File: src/rtl/stopwatch_ctrl.sv
// Stopwatch run/pause/lap/clear controller: sequences the min:sec:msec counters from the 1 ms
// tick and selects live or lap-frozen values for the display.
module stopwatch_ctrl #(
    parameter int unsigned MSEC_MAX = 999,
    parameter int unsigned SEC_MAX  = 59,
    parameter int unsigned MIN_MAX  = 59
) (
    input  logic       clk,
    input  logic       reset,
    input  logic       clk_msec,
    input  logic       btn_run,
    input  logic       btn_lap,
    input  logic       btn_clear,
    output logic [9:0] disp_msec,
    output logic [5:0] disp_sec,
    output logic [5:0] disp_min,
    output logic [1:0] state,
    output logic       running,
    output logic       overflow
);

    typedef enum logic [1:0] {
        StIdle  = 2'b00,
        StRun   = 2'b01,
        StPause = 2'b10,
        StLap   = 2'b11
    } state_e;

    localparam logic [9:0] MsecLast = MSEC_MAX[9:0];
    localparam logic [5:0] SecLast  = SEC_MAX[5:0];
    localparam logic [5:0] MinLast  = MIN_MAX[5:0];

    state_e     state_q, state_d;
    logic [9:0] cnt_msec_q, cnt_msec_d, lap_msec_q, lap_msec_d;
    logic [5:0] cnt_sec_q, cnt_sec_d, lap_sec_q, lap_sec_d;
    logic [5:0] cnt_min_q, cnt_min_d, lap_min_q, lap_min_d;
    logic       overflow_q, overflow_d;
    logic       step, lap_load, clear_all;

    // Counting is gated by the pre-transition state, so a coincident tick follows the old state.
    assign step = clk_msec & ((state_q == StRun) | (state_q == StLap));

    always_comb begin
        state_d   = state_q;
        lap_load  = 1'b0;
        clear_all = 1'b0;
        unique case (state_q)
            StIdle: begin
                if (btn_run) state_d = StRun;
            end
            StRun: begin
                if (btn_run) begin
                    state_d = StPause;
                end else if (btn_lap) begin
                    state_d  = StLap;
                    lap_load = 1'b1;
                end
            end
            StLap: begin
                if (btn_run) begin
                    state_d = StPause;
                end else if (btn_lap) begin
                    state_d = StRun;
                end
            end
            StPause: begin
                if (btn_clear) begin
                    state_d   = StIdle;
                    clear_all = 1'b1;
                end else if (btn_run) begin
                    state_d = StRun;
                end
            end
        endcase
    end

    always_comb begin
        cnt_msec_d = cnt_msec_q;
        cnt_sec_d  = cnt_sec_q;
        cnt_min_d  = cnt_min_q;
        lap_msec_d = lap_msec_q;
        lap_sec_d  = lap_sec_q;
        lap_min_d  = lap_min_q;
        overflow_d = 1'b0;

        // Latch takes the pre-increment value even when a tick lands on the same cycle.
        if (lap_load) begin
            lap_msec_d = cnt_msec_q;
            lap_sec_d  = cnt_sec_q;
            lap_min_d  = cnt_min_q;
        end

        if (clear_all) begin
            cnt_msec_d = '0;
            cnt_sec_d  = '0;
            cnt_min_d  = '0;
            lap_msec_d = '0;
            lap_sec_d  = '0;
            lap_min_d  = '0;
        end else if (step) begin
            if (cnt_msec_q != MsecLast) begin
                cnt_msec_d = cnt_msec_q + 10'd1;
            end else begin
                cnt_msec_d = '0;
                if (cnt_sec_q != SecLast) begin
                    cnt_sec_d = cnt_sec_q + 6'd1;
                end else begin
                    cnt_sec_d = '0;
                    if (cnt_min_q != MinLast) begin
                        cnt_min_d = cnt_min_q + 6'd1;
                    end else begin
                        cnt_min_d  = '0;
                        overflow_d = 1'b1;
                    end
                end
            end
        end
    end

    always_ff @(posedge clk) begin
        if (reset) begin
            state_q    <= StIdle;
            cnt_msec_q <= '0;
            cnt_sec_q  <= '0;
            cnt_min_q  <= '0;
            lap_msec_q <= '0;
            lap_sec_q  <= '0;
            lap_min_q  <= '0;
            overflow_q <= 1'b0;
        end else begin
            state_q    <= state_d;
            cnt_msec_q <= cnt_msec_d;
            cnt_sec_q  <= cnt_sec_d;
            cnt_min_q  <= cnt_min_d;
            lap_msec_q <= lap_msec_d;
            lap_sec_q  <= lap_sec_d;
            lap_min_q  <= lap_min_d;
            overflow_q <= overflow_d;
        end
    end

    always_comb begin
        if (state_q == StLap) begin
            disp_msec = lap_msec_q;
            disp_sec  = lap_sec_q;
            disp_min  = lap_min_q;
        end else begin
            disp_msec = cnt_msec_q;
            disp_sec  = cnt_sec_q;
            disp_min  = cnt_min_q;
        end
    end

    assign state    = state_q;
    assign running  = (state_q == StRun) | (state_q == StLap);
    assign overflow = overflow_q;

endmodule

File: config.mk
export PLATFORM = sky130hd
export DESIGN_NAME = stopwatch_ctrl
export DESIGN_NICKNAME = d
export VERILOG_FILES = /design/src/rtl/stopwatch_ctrl.sv
export SDC_FILE = /design/constraint.sdc
export NUM_CORES = 1
export LEC_CHECK = 0
export CAP_MARGIN = 25
export CORE_UTILIZATION = 48
export DETAILED_ROUTE_END_ITERATION = 6
export PLACE_DENSITY_LB_ADDON = 0.25
export SKIP_LAST_GASP = 1
export SYNTH_ARGS = -nofsm -noshare
export SYNTH_HDL_FRONTEND = slang
export SYNTH_SLANG_ARGS = --single-unit
export TNS_END_PERCENT = 10
File: constraint.sdc
create_clock -name clk -period 5.3 [get_ports clk]
set_input_delay 0.795 -clock clk [delete_from_list [all_inputs] [get_ports clk]]
set_output_delay 0.795 -clock clk [all_outputs]
set_load 0.05 [all_outputs]
==> results of run 1 <==
==> cell type report <==
class / count / area (um^2) / share of cell area, %
timing repair buffer: 32 / 318 / 11.9
multi-input combinational: 202 / 1230 / 46.1
tap: 52 / 65.1 / 2.43
sequential: 47 / 941 / 35.1
clock buffer: 8 / 100 / 3.74
inverter: 5 / 18.8 / 0.701
==> kinds of logic (layout without fill, tap and decap cells) <==
family	after synthesis	in the layout	synth area share, %
AND/OR/NAND/NOR	116	116	25.7
flip-flops	47	47	41.6
adder cells (fa/ha/maj)	3	3	1.66
XOR/XNOR	10	10	3.87
buffers and inverters	23	45	3.93
multiplexers	22	22	11.0
AO/OA/AOI/OAI	51	51	12.3
==> flip-flops by register name, summed over array words and instances (netlist names) <==
signal,cells
lap_sec_q,6
cnt_sec_q,6
lap_msec_q,10
lap_min_q,6
cnt_min_q,6
cnt_msec_q,10
state,2
overflow,1
==> path summary, 6_finish.rpt <==
path / startpoint / endpoint / slack, ns / cells past startpoint
min: lap_sec_q[2] / lap_sec_q[2] / 0.46 / 2
max: state[0] / disp_msec[8] / 1.69 / 3
min reg2reg: lap_sec_q[2] / lap_sec_q[2] / 0.46 / 2
max reg2reg: state[0] / cnt_min_q[5] / 3.04 / 4
==> metrics by stage <==
step,util [%],instances
finish,60.2,346
floorplan,-,272
CTS,60.2,346
detailed placement,58.0,338
global route,60.2,346
global placement,58.0,338
==> cells in the mapped netlist, drive strengths merged (2+ instances only) <==
cell    instances
or4             2
nand4           5
a21oi          34
or3             3
nand4b          2
mux2           22
inv             5
nand2          57
ha              3
nand3b          2
and3            2
nand2b          2
xnor2           9
nor4            3
o21ai           8
buf             5
o211ai          2
nor2           13
dfxtp          47
clkbuf         13
nor2b           4
nand3           7
a211oi          3
nor3            6
==> power by group <==
| part | switching, mW | total [mW] | internal (mW) |
|---|---|---|---|
| Sequential | 0.00517 | 0.360 | 0.355 |
| Clock | 0.113 | 0.232 | 0.119 |
| Combinational | 0.0299 | 0.0453 | 0.0153 |
| Total | 0.148 | 0.638 | 0.490 |
==> routing by layer <==
| metal | global-route usage, % | part of all wire [%] | vias to the layer above |
|---|---|---|---|
| met2 | 33.3 | 45 | 35 |
| met1 | 26.1 | 50 | 906 |
| li1 | - | - | 986 |
| met3 | 3.42 | 3.9 | 5 |
| met4 | 6.00 | 1.1 | 0 |
| met5 | 0 | 0 | - |
==> tightest hold or removal path, stage by stage (launching register included) <==
cell     delay, ns
dfxtp_1       0.31
nand2_1       0.05
a21oi_1       0.05
==> cells in the final DEF (no fill, tap or decap), types with 3 or more instances in the layout <==
| cell type | instances |
|---|---|
| clkdlybuf4s50_1 | 31 |
| mux2_2 | 22 |
| nand3_1 | 7 |
| dfxtp_1 | 47 |
| nor2b_1 | 4 |
| o21ai_0 | 8 |
| nand2_1 | 57 |
| or3_1 | 3 |
| xnor2_1 | 9 |
| a21oi_1 | 34 |
| nor3_1 | 6 |
| nor2_1 | 13 |
| a211oi_1 | 3 |
| clkbuf_8 | 7 |
| ha_1 | 3 |
| nand4_1 | 4 |
| inv_1 | 5 |
==> impl_metrics.yaml, run 1 <==
global_routing:
  grt_pass1_vias: 1739
  grt_remaining_overflow: 0
  grt_pass1_wl_mm: 8.01
  antenna_found_initial: 0
  grt_start_max_net_pins: 26
  grt_usage_pct: 19.8
power_and_ir_drop:
  power.density_nw_per_um2: 238
  leakage_nw: 0.886
  power.total_uw: 638
  ir_drop_mv: 0.150
sta:
  slew_violations: 0
  min_period_ns: 3.61
  worst_pin_slew_ns: 1.01
  skew_ns: 0.00368
  grt_setup_unrepaired: "no"
  setup_violations: 0
  post-route-period-util_pct: 68.2
  setup_tns_ns: 0
  hold_violations: 0
  relSlewSlack_pct: 32.6
  fin_ws_ns: 1.69
  hold_slack_ns: 0.456
  fmax_ghz: 0.277
placement:
  post_dp_cell_area_um2: 2580
  io_buffers: 31
  hpwlAfterDp_mm: 2.99
  place_ws_ns: 1.97
  place.gp.congestion: 0.802
run:
  drv_cap: 0
clocking:
  cts_setup_buffers: 0
  ctsResizeCount: 0
  htreeDepth: 2
  cts_made_buffers: 5
  clkTransAtPathRegs_ns: 0.08
  hold_buffers: 0
  cts_tree: "built"
  clk_root_buffer_cell: "clkbuf_8"
  cts_buffer_depth: 2
  clkSinkCount: 47
  worstSkewPairLatency_ns: 0.29
synthesis:
  synth-edff-count: 0
  ys_top_cells_by_area: "dfxtp_1 (42%), mux2_2 (11%), nand2_1 (9.5%)"
  ys_warn_count: 0
  async_flop_share_pct: 0
  synth_nets: 281
  ys_seq_elements: 47
  synth_top_area_cell: "dfxtp_1"
  synth.distinct_cells: 41
  ys_seq_area_share_pct: 41.6
  synth_flop_cell: "dfxtp_1"
  synthCells: 272
  avgSynthCellArea_um2: 8.31
  syn_area_um2: 2260
  synth_top_area_share_pct: 41.6
cells_and_area:
  fin_area_um2: 2680
  nNetsFinal: 302
  syn_to_final_growth_pct: 18.4
  drive_gt1_share_pct: 11.2
  n_antenna_cell: 0
  num-fill-cells: 410
detailed_routing:
  via_per_inst: 5.58
  drtIter0Drc: 106
  drcViolationCount: 6
  antenna_left: 0
  drt-pass1-iter-count: 6
  drt_wl_total_mm: 4.61
  routedWlPerCell_um: 13.3
  vias: 1932
setup_path:
  crit_chain: "nand2_1, mux2_2, clkdlybuf4s50_1"
  path_delay_family: "buffers and inverters"
  arrival_ns: 2.82
  crit_type: "register to primary output"
  worst-path-buf-inv: 1
  crit_path_max_fanout: 22
  critPathMaxStageDelay_ns: 0.80
  cp_slowest_cell: "clkdlybuf4s50_1"
  worstPathRequired_ns: 4.51
  end_kind: "primary output"
  cp-start-kind: "register"
floorplan:
  ios: 32
  rows: 24
  design.core.area_um2: 4440
  die_area_um2: 4990
  start_util_pct: 50.9
  die_h_um: 70.6
  die_w_um: 70.6
run_status:
  run_status: "finished, violations left"
  violations: "design-rule violations"
worst_hold_path:
  hp-class: "register to register"
No activity file was read; power rests on OpenSTA's default activity.
==> inputs of run 2 (changes only) <==
clock period = 3.15 ns   (was 5.3 ns; I/O delays follow)
==> impl_metrics.yaml, run 2 (synthesized netlist as in run 1, its figures left out) <==
run_status:
  run_status: "finished, violations left"
  violations: "design-rule violations"
sta:
  relSlewSlack_pct: 60.0
  fmax_ghz: 0.407
  hold_violations: 0
  worst_pin_slew_ns: 0.596
  skew_ns: 0.00830
  hold_slack_ns: 0.455
  slew_violations: 0
  grt_setup_unrepaired: "no"
  post-route-period-util_pct: 78.0
  min_period_ns: 2.46
  setup_tns_ns: 0
  fin_ws_ns: 0.693
  setup_violations: 0
cells_and_area:
  final_cell_mix: "nand2_1 (57), dfxtp_1 (47), a21oi_1 (34), buf_4 (28), mux2_2 (22)"
  top_regs: "cnt_msec_q x10, lap_msec_q x10"
  n_antenna_cell: 0
  num-fill-cells: 426
  drive_gt1_share_pct: 20.1
  syn_to_final_growth_pct: 17.1
  nNetsFinal: 307
  fin_area_um2: 2650
  register_area_um2: 941
  fin_cells: 350
  final_common_cell: "nand2_1"
  multi_input_area_um2: 1230
detailed_routing:
  routedWlPerCell_um: 13.5
  vias: 1921
  via_per_inst: 5.49
  drt_wl_total_mm: 4.73
  drtIter0Drc: 122
  drt-pass1-iter-count: 6
  drcViolationCount: 6
  antenna_left: 0
global_routing:
  antenna_found_initial: 0
  grt_usage_pct: 20.0
  grt_remaining_overflow: 0
  grt_pass1_vias: 1749
  grt_pass1_wl_mm: 7.98
  grt_start_max_net_pins: 27
worst_hold_path:
  min_to: "lap_min_q[1]"
  hp-class: "register to register"
  hold_depth: 2
  hp-start: "lap_min_q[1]"
setup_path:
  crit_path_max_fanout: 15
  worstPathRequired_ns: 2.68
  ff2ff_setup_slack_ns: 1.01
  regToRegStartpoint: "cnt_sec_q[0]"
  end_kind: "primary output"
  r2r_end: "cnt_min_q[5]"
  cp-start-kind: "register"
  arrival_ns: 1.98
  crit_type: "register to primary output"
  reg2reg_depth: 5
floorplan:
  start_util_pct: 50.9
  design.core.area_um2: 4440
  die_h_um: 70.6
  die_area_um2: 4990
  ios: 32
  die_w_um: 70.6
  rows: 24
power_and_ir_drop:
  ir_drop_mv: 0.237
  power.density_nw_per_um2: 394
  leakage_nw: 0.951
placement:
  io_buffers: 31
  post_dp_cell_area_um2: 2560
  hpwlAfterDp_mm: 3.30
  place_ws_ns: 0.597
  place_inst: 343
  place.gp.congestion: 0.838
clocking:
  cts_setup_buffers: 0
  worstSkewPairLatency_ns: 0.30
  clkSinkCount: 47
  ctsResizeCount: 0
  cts_tree: "built"
  cts_buffer_depth: 2
  htreeDepth: 2
  hold_buffers: 0
  clk_root_buffer_cell: "clkbuf_8"
  clkTransAtPathRegs_ns: 0.08
  cts_made_buffers: 5
run:
  drv_cap: 0
[run 2: area by class of cell]
cell class | instances | share of cell area [%]
inverters | 5 | 0.709
multi-input cells | 202 | 46.6
flip-flops and latches | 47 | 35.5
clock inverters | 1 | 0.189
clock buffers | 6 | 3.12
repair buffers | 37 | 11.3
well taps | 52 | 2.46
[run 2: report_power, final]
group	internal [mW]	switching (mW)
Clock	0.172	0.184
Combinational	0.0297	0.0567
Sequential	0.597	0.00353
Total	0.799	0.244
[run 2: critical path, cell delays in order (launching register included)]
cell and delay [ns]:
dfxtp_1 0.30, buf_4 0.18, nand2_1 0.32, buf_4 0.31, mux2_2 0.37, buf_4 0.19
[run 2: how the worst max path moves through the flow]
stage,end,start
2_1_floorplan,disp_min[0],state[0]
3_3_place_gp,cnt_min_q[5],clk_msec
3_5_place_dp,cnt_min_q[5],clk_msec
4_1_cts,disp_msec[9],state[0]
5_1_grt,disp_msec[9],state[0]
6_report,disp_msec[2],state[0]
[run 2: metal layers]
layer | vias to the layer above | global-route usage, % | wire length [um]
met2 | 38 | 32.1 | 2100
met5 | - | 0 | 0
li1 | 995 | - | -
met1 | 881 | 26.1 | 2340
met4 | 0 | 8.89 | 72
met3 | 7 | 4.27 | 218
[run 2: stage by stage]
step                power [mW]  utilization [%]
finish                    1.04             59.6
global route              1.08             59.6
CTS                       1.05             59.6
detailed placement       0.701             57.6
global placement         0.701             57.6
floorplan                0.671                -
==> inputs of run 3 (changes only) <==
clock period = 2.2 ns   (was 3.15 ns; I/O delays follow)
==> impl_metrics.yaml, run 3 (synthesized netlist as in run 1, its figures left out) <==
floorplan:
  die_w_um: 70.6
  ios: 32
  start_util_pct: 50.9
  design.core.area_um2: 4440
  die_area_um2: 4990
  rows: 24
  die_h_um: 70.6
cells_and_area:
  multi_input_area_um2: 1240
  num-fill-cells: 373
  register_area_um2: 941
  syn_to_final_growth_pct: 32.3
  final_common_cell: "nand2_1"
  finish.utilization_pct: 67.3
  n_antenna_cell: 0
  final_cell_mix: "nand2_1 (57), dfxtp_1 (47), a21oi_1 (34), mux2_2 (22), buf_12 (22)"
  top_regs: "cnt_msec_q x10, lap_msec_q x10"
  drive_gt1_share_pct: 22.2
  nNetsFinal: 314
setup_path:
  worst-path-buf-inv: 0
  crit_path_max_fanout: 7
  path_delay_family: "simple AND/OR/NAND/NOR gates"
  reg2reg_depth: 5
  critPathMaxStageDelay_ns: 0.56
  path_depth: 5
  cp_slowest_cell: "or4_1"
  worstPathRequired_ns: 2.42
  crit_type: "register to register"
  cp-start-kind: "register"
  end_kind: "register"
  arrival_ns: 2.22
  crit_chain: "ha_2, and4b_1, nand4bb_1, or4_1, a21oi_1"
detailed_routing:
  routedWlPerCell_um: 13.1
  via_per_inst: 5.54
  drt-pass1-iter-count: 6
  vias: 1985
  drtIter0Drc: 102
  drt_wl_total_mm: 4.68
  antenna_left: 0
  drcViolationCount: 6
placement:
  place_ws_ns: 0.108
  io_buffers: 31
  place.gp.congestion: 0.858
  hpwlAfterDp_mm: 3.28
sta:
  min_period_ns: 2.00
  worst_pin_slew_ns: 0.491
  grt_setup_unrepaired: "no"
  post-route-period-util_pct: 90.7
  setup_tns_ns: 0
  hold_violations: 0
  fin_ws_ns: 0.205
  setup_violations: 0
  slew_violations: 0
  fmax_ghz: 0.501
  hold_slack_ns: 0.455
  relSlewSlack_pct: 67.2
  skew_ns: 0.00411
global_routing:
  grt_remaining_overflow: 0
  antenna_found_initial: 0
  grt_pass1_wl_mm: 8.27
  grt_pass1_vias: 1822
  grt_start_max_net_pins: 23
  grt_usage_pct: 20.0
power_and_ir_drop:
  leakage_nw: 1.04
  power.density_nw_per_um2: 517
  power_frac_seq_pct: 56.0
  p_switching_uw: 354
  ir_drop_mv: 0.366
  clock_power_share_pct: 35.8
  internal_power_mw: 1.19
  switching_share_pct: 22.9
  pwr-share-comb_pct: 8.3
clocking:
  clkTransAtPathRegs_ns: 0.08
  clk_root_buffer_cell: "clkbuf_8"
  clkSinkCount: 47
  cts_made_buffers: 5
  worstSkewPairLatency_ns: 0.28
  cts_tree: "built"
  cts_setup_buffers: 0
  cts_buffer_depth: 2
  htreeDepth: 2
run_status:
  violations: "design-rule violations"
  run_status: "finished, violations left"
worst_hold_path:
  hold_depth: 2
  hp-class: "register to register"
run:
  drv_cap: 0
==> run 3: changes by cell type in the layout (fill, tap and decap cells not counted), sizes merged <==
cell,change
clkinv,-1
clkbuf,+2
buf,+7
==> run 3: final timing paths <==
check,start,to,slack [ns]
worst max-delay path,cnt_sec_q[0],cnt_min_q[5],0.20
worst min-delay path,lap_sec_q[5],lap_sec_q[5],0.46
worst max register to register,cnt_sec_q[0],cnt_min_q[5],0.20
worst min register to register,lap_sec_q[5],lap_sec_q[5],0.46
==> run 3: final cells by class <==
class	instances	area share [%]
Clock buffer	8	3.35
Inverter	5	0.628
Multi-Input combinational cell	202	41.4
Sequential cell	47	31.5
Tap cell	52	2.18
Timing Repair Buffer	44	21.0
==> run 3: per-layer routing <==
layer	global-route usage (%)	wire [um]
met2	32.5	2110
met4	4.44	16
met1	28.5	2380
met3	2.85	169
met5	0	0
==> run 3: what timing repair did <==
item | 4_1_cts | 5_1_grt
resized for setup | 0 | 1
hold buffers | 0 | 0
endpoints found under the setup margin | 0 | 1
==> run 3: through the flow <==
| step | std cells | power [mW] | instance area, um^2 |
|---|---|---|---|
| 4_1_cts | 358 | 1.56 | 2990 |
| 6_report | 358 | 1.55 | 2990 |
| 2_1_floorplan | 272 | 0.960 | 2260 |
| 3_5_place_dp | 350 | 1.01 | 2890 |
| 3_3_place_gp | 350 | 1.01 | 2890 |
| 5_1_grt | 358 | 1.61 | 2990 |
==> run 3: worst min-delay path: cells and delay by family (launching register included) <==
family / cells / cell delay, ns
AOI/OAI and AO/OA: 1 / 0.05
and+or+nand+nor: 1 / 0.05
DFF: 1 / 0.31
==> run 3: power groups by stage <==
| stage | Combinational (mW) | Sequential, mW | Clock, mW |
|---|---|---|---|
| 3_3_place_gp | 0.127 | 0.885 | 0 |
| 3_5_place_dp | 0.128 | 0.885 | 0 |
| 5_1_grt | 0.136 | 0.867 | 0.602 |
| 2_1_floorplan | 0.0667 | 0.894 | 0 |
| 6_report | 0.128 | 0.865 | 0.553 |
| 4_1_cts | 0.128 | 0.865 | 0.567 |
